## src/rtl/mux_scan_collector_pkg.sv

```systemverilog
// Shared definitions for the mux scan collector: FSM state encoding and settle-counter width.
package mux_scan_collector_pkg;

    typedef enum logic [1:0] {
        ST_IDLE   = 2'd0,
        ST_SETTLE = 2'd1,
        ST_SAMPLE = 2'd2,
        ST_HOLD   = 2'd3
    } state_t;

    localparam int SETTLE_CNT_W = 4;

endpackage

```

## src/rtl/mux_scan_settle_timer.sv

```systemverilog
// Loadable down-counter; done is high while the count has reached zero.
module mux_scan_settle_timer
    import mux_scan_collector_pkg::*;
(
    input  logic                    clk,
    input  logic                    rst_n,
    input  logic                    load,
    input  logic [SETTLE_CNT_W-1:0] load_val,
    input  logic                    dec,
    output logic                    done
);

    logic [SETTLE_CNT_W-1:0] cnt_q;

    always_ff @(posedge clk or negedge rst_n) begin
        if (!rst_n) begin
            cnt_q <= '0;
        end else if (load) begin
            cnt_q <= load_val;
        end else if (dec && (cnt_q != '0)) begin
            cnt_q <= cnt_q - 1'b1;
        end
    end

    assign done = (cnt_q == '0);

endmodule

```

## src/rtl/mux_scan_collector.sv

```systemverilog
// Scans a single-bit pad mux channel by channel and presents the snapshot on valid/ready.
// Optional MUX_SCAN_PARITY_EN adds parity_o, the XOR of all sampled bits.
module mux_scan_collector
    import mux_scan_collector_pkg::*;
#(
    parameter int WIDTH     = 32,
    parameter int LOG_WIDTH = 5,
    parameter int SETTLE    = 1
) (
    input  logic                 clk,
    input  logic                 rst_n,
    input  logic                 start_i,
    input  logic                 cont_i,
    input  logic                 abort_i,
    output logic [LOG_WIDTH-1:0] sel_o,
    input  logic                 bit_i,
    output logic [WIDTH-1:0]     word_o,
    output logic                 valid_o,
    input  logic                 ready_i,
    output logic                 busy_o,
    output state_t               state_o
`ifdef MUX_SCAN_PARITY_EN
    ,
    output logic                 parity_o
`endif
);

    // Handshake: word_o is transferred in any cycle where valid_o && ready_i; once raised,
    // valid_o and word_o hold until that transfer (or an abort/reset) takes place.

    localparam logic [LOG_WIDTH-1:0] SEL_LAST = LOG_WIDTH'(WIDTH - 1);
    localparam int SETTLE_LOAD_I = (SETTLE == 0) ? 0 : SETTLE - 1;
    localparam logic [SETTLE_CNT_W-1:0] SETTLE_LOAD = SETTLE_CNT_W'(SETTLE_LOAD_I);
    localparam state_t FIRST_ST = (SETTLE == 0) ? ST_SAMPLE : ST_SETTLE;

    state_t               state_q, state_n;
    logic [LOG_WIDTH-1:0] sel_n;
    logic [WIDTH-1:0]     word_n;
    logic                 valid_n;
    logic                 timer_load, timer_dec, timer_done;
`ifdef MUX_SCAN_PARITY_EN
    logic                 par_q, par_n;
`endif

    mux_scan_settle_timer u_settle_timer (
        .clk      (clk),
        .rst_n    (rst_n),
        .load     (timer_load),
        .load_val (SETTLE_LOAD),
        .dec      (timer_dec),
        .done     (timer_done)
    );

    always_comb begin
        state_n    = state_q;
        sel_n      = sel_o;
        word_n     = word_o;
        valid_n    = valid_o;
        timer_load = 1'b0;
        timer_dec  = 1'b0;
`ifdef MUX_SCAN_PARITY_EN
        par_n      = par_q;
`endif
        case (state_q)
            ST_IDLE: begin
                if (start_i) begin
                    sel_n      = '0;
                    word_n     = '0;
                    state_n    = FIRST_ST;
                    timer_load = 1'b1;
`ifdef MUX_SCAN_PARITY_EN
                    par_n      = 1'b0;
`endif
                end
            end
            ST_SETTLE: begin
                if (timer_done) state_n = ST_SAMPLE;
                else            timer_dec = 1'b1;
            end
            ST_SAMPLE: begin
                word_n[sel_o] = bit_i;
`ifdef MUX_SCAN_PARITY_EN
                par_n = par_q ^ bit_i;
`endif
                if (sel_o == SEL_LAST) begin
                    state_n = ST_HOLD;
                    valid_n = 1'b1;
                end else begin
                    sel_n = sel_o + 1'b1;
                    // With no settle time the FSM stays in SAMPLE, one channel per cycle.
                    if (SETTLE != 0) begin
                        state_n    = ST_SETTLE;
                        timer_load = 1'b1;
                    end
                end
            end
            ST_HOLD: begin
                if (valid_o && ready_i) begin
                    valid_n = 1'b0;
                    if (cont_i) begin
                        sel_n      = '0;
                        word_n     = '0;
                        state_n    = FIRST_ST;
                        timer_load = 1'b1;
`ifdef MUX_SCAN_PARITY_EN
                        par_n      = 1'b0;
`endif
                    end else begin
                        state_n = ST_IDLE;
                    end
                end
            end
            default: state_n = ST_IDLE;
        endcase

        // Abort overrides everything, including a continuous restart; word_o keeps its value.
        if (abort_i) begin
            state_n    = ST_IDLE;
            valid_n    = 1'b0;
            sel_n      = '0;
            word_n     = word_o;
            timer_load = 1'b0;
            timer_dec  = 1'b0;
        end
    end

    always_ff @(posedge clk or negedge rst_n) begin
        if (!rst_n) begin
            state_q <= ST_IDLE;
            sel_o   <= '0;
            word_o  <= '0;
            valid_o <= 1'b0;
            busy_o  <= 1'b0;
`ifdef MUX_SCAN_PARITY_EN
            par_q   <= 1'b0;
`endif
        end else begin
            state_q <= state_n;
            sel_o   <= sel_n;
            word_o  <= word_n;
            valid_o <= valid_n;
            busy_o  <= (state_n != ST_IDLE);
`ifdef MUX_SCAN_PARITY_EN
            par_q   <= par_n;
`endif
        end
    end

    assign state_o = state_q;
`ifdef MUX_SCAN_PARITY_EN
    assign parity_o = par_q;
`endif

endmodule

```

## config.mk

```make
export PLATFORM = sky130hd
export DESIGN_NAME = mux_scan_collector
export DESIGN_NICKNAME = d
export VERILOG_FILES = /design/src/rtl/mux_scan_collector_pkg.sv /design/src/rtl/mux_scan_settle_timer.sv /design/src/rtl/mux_scan_collector.sv
export SDC_FILE = /design/constraint.sdc
export NUM_CORES = 1
export LEC_CHECK = 0
export BUFFER_PORTS_ARGS = -buffer_cell sky130_fd_sc_hd__buf_2
export CAP_MARGIN = 20
export CORE_MARGIN = 2
export CORE_UTILIZATION = 55
export CTS_CLUSTER_DIAMETER = 200
export DETAILED_ROUTE_END_ITERATION = 8
export HOLD_SLACK_MARGIN = 0.06
export PLACE_DENSITY = 0.79
export SKIP_CTS_REPAIR_TIMING = 1
export SLEW_MARGIN = 10
export SYNTH_ARGS = -nofsm -noshare
export SYNTH_HDL_FRONTEND = slang
export SYNTH_SLANG_ARGS = --single-unit
export TNS_END_PERCENT = 1
```

## constraint.sdc

```tcl
create_clock -name clk -period 2.6 [get_ports clk]
set_input_delay 0.78 -clock clk [delete_from_list [all_inputs] [get_ports clk]]
set_output_delay 0.78 -clock clk [all_outputs]
set_load 0.03 [all_outputs]
```

==> metrics <==
Final setup viols 0; Final Max Tran Viols 0; placed inst area 0.00289 sq mm; diode count 0; Startpoint Class flop; Synth area leader dfrtp_1; vias post-DR 2349; ys flop type dfrtp_1; FF-to-FF path depth 6; Initial Util 56.1%; dpl hpwl 4350 um; Worst EP required 2.83 ns; P&R area growth vs syn 15.0%; vias in the first global route 2162; Max Clock Freq 484 MHz; gr usage total 25.4%; register area share after synthesis 43.4%; DR pass1 iterations 5; initial antenna violation count 0; Num CTS Buffers 5; largest net degree at the start of global routing 37; Remaining Overflow, GRT 0; Port-buffer cells 47; Max-Cap Viols 0; CTS sink cnt 45; number of remaining DRC errors 0; drt via density 6.20; fin crit share 79.5%; EDFF count, synth 0; share of the synthesized area in the top cell type 43.4%; root buffer cell clkbuf_8; area of the multi-input gates 0.00123 sq mm; drt first-iter violations 304; fill cell count 390; Tot Pwr 1.35 mW; Die X 72.7 um; Worst IR Drop VDD 0.000277 V; PD cells 454 mW/mm^2; Setup CP Type flop to flop; GPL Wtd Cong 0.814; Worst-Margin Slew 0.539 ns; mapped cell area 0.00260 sq mm; Die ar. 0.00529 sq mm; final WL 6230 um; worst reg2reg startpoint sel_o[0]; leakage power 1.32 nW; status finished clean; Final nets 339; most frequent cells in the layout buf_2, dfrtp_1, inv_1, o211ai_1, nand3_1; synthesized instance count 283; Slew headroom 64.1%; synth top area cells dfrtp_1, o211ai_1, inv_1; fraction of registers with async set or reset after synthesis 100%; synth warn 0; Syn Nets 298; reg2reg setup slack 0.53 ns; Hold WC Path Type primary input to async pin; clock slew at reported path FFs 0.09 ns; num rows 25; Unique masters post-synth 42; wire per inst 16.4 um; Worst setup EP type flop; layout cell share with drive strength beyond 1 21.2%; Min Clock Period, post-route 2.07 ns; Yosys reg bits 45; I/O Pins 48; Reg area 0.00113 sq mm; die height 72.7 um; reg2reg end sel_o[3]; core box area 0.00463 sq mm; Syn Area/Cell 9.18 sq um; Clock Skews 0.0118 ns; CTS tree built; Crit Path Max Fanout 7; H-tree depth 2; accumulated negative setup slack 0 ns; clock latency on the worst-skew pair 0.30 ns; RSZ-0062 raised after global routing no; Hold Vio Cnt, Final 0; most common cell after layout, fill and taps aside buf_2; first-pass GRT wire length 10600 um; post-route cell area 0.00299 sq mm; CTS Buffer Depth 2; Arr. time, crit path 2.29 ns; post-route ant nets 0
cell type report:
class	instances	share of cell area [%]
clock buffers	7	3.23
clock inverters	1	0.168
inverters	42	5.28
multi-input cells	176	41.3
flip-flops and latches	45	37.7
well taps	54	2.26
repair buffers	54	10.1
power breakdown:
group	total, mW	switching, mW	internal [mW]
sequential	0.729	0.0171	0.712
combinational	0.147	0.104	0.0430
clock	0.479	0.239	0.240
total	1.35	0.360	0.995
registers in the layout, summed over array words and instances, names as in the netlist:
signal and cells:
u_settle_timer.cnt_q 4, state_o 2, busy_o 1, sel_o 5
word_o 32, valid_o 1
per-layer routing:
layer  GRT usage, %  share of wire (%)  vias up
met5              0                  0        -
met4           8.85                1.5        0
met3           3.87                5.3       12
met2           40.2                 48       71
met1           35.6                 45     1125
li1               -                  -     1141
worst max-delay path, cell delays in order, from the launching register on:
cell and delay (ns):
dfrtp_1 0.47, ha_1 0.24, and3_1 0.21, ha_1 0.24, nand4b_1 0.20, or3b_2 0.48
a31oi_1 0.14
worst max path at each step:
stage / startpoint / to / slack (ns) / cells after the start
3_5_place_dp: abort_i / u_settle_timer.cnt_q[3] / 0.41 / 4
4_1_cts: sel_o[0] / sel_o[3] / 0.55 / 6
3_3_place_gp: abort_i / u_settle_timer.cnt_q[3] / 0.49 / 4
5_1_grt: sel_o[0] / sel_o[4] / 0.36 / 6
6_report: sel_o[0] / sel_o[3] / 0.53 / 6
2_1_floorplan: sel_o[0] / sel_o[3] / 0.28 / 7
kinds of logic (layout without fill, tap and decap cells):
group                      Yosys count  after routing  share of synthesized area (%)
adders and majority gates            8              8                           3.85
DFF                                 45             45                           43.4
AOI/OAI and AO/OA                   92             92                           26.8
buffers and inverters               62            104                           9.39
and+or+nand+nor                     76             76                           16.6
per-stage QoR:
stage	std cells	setup WS [ns]	util (%)	hold WS, ns
after floorplan	283	0.285	-	0.484
final	379	0.534	64.5	0.447
after detailed placement	371	0.410	62.3	0.508
after CTS	379	0.546	64.5	0.461
after global routing	379	0.356	64.5	0.492
after global placement	371	0.488	62.3	0.509
synthesized netlist by cell type, types with 2 or more instances:
cell / n
o311ai_0: 12
nor2_1: 4
inv_1: 42
a21oi_1: 5
or4_1: 2
nand2b_1: 6
a311oi_1: 3
a21o_1: 2
nor2b_1: 2
a22oi_1: 4
nand3_1: 20
nand4_1: 4
dfrtp_1: 45
a31oi_1: 2
buf_2: 9
nor3b_1: 3
o22ai_1: 3
clkbuf_1: 10
or3_1: 3
nor3_1: 3
nand2_1: 18
a221oi_1: 2
o221ai_1: 12
o211ai_1: 36
nand4b_1: 2
ha_1: 8
o21ai_0: 6
(Power assumes the default switching activity.)
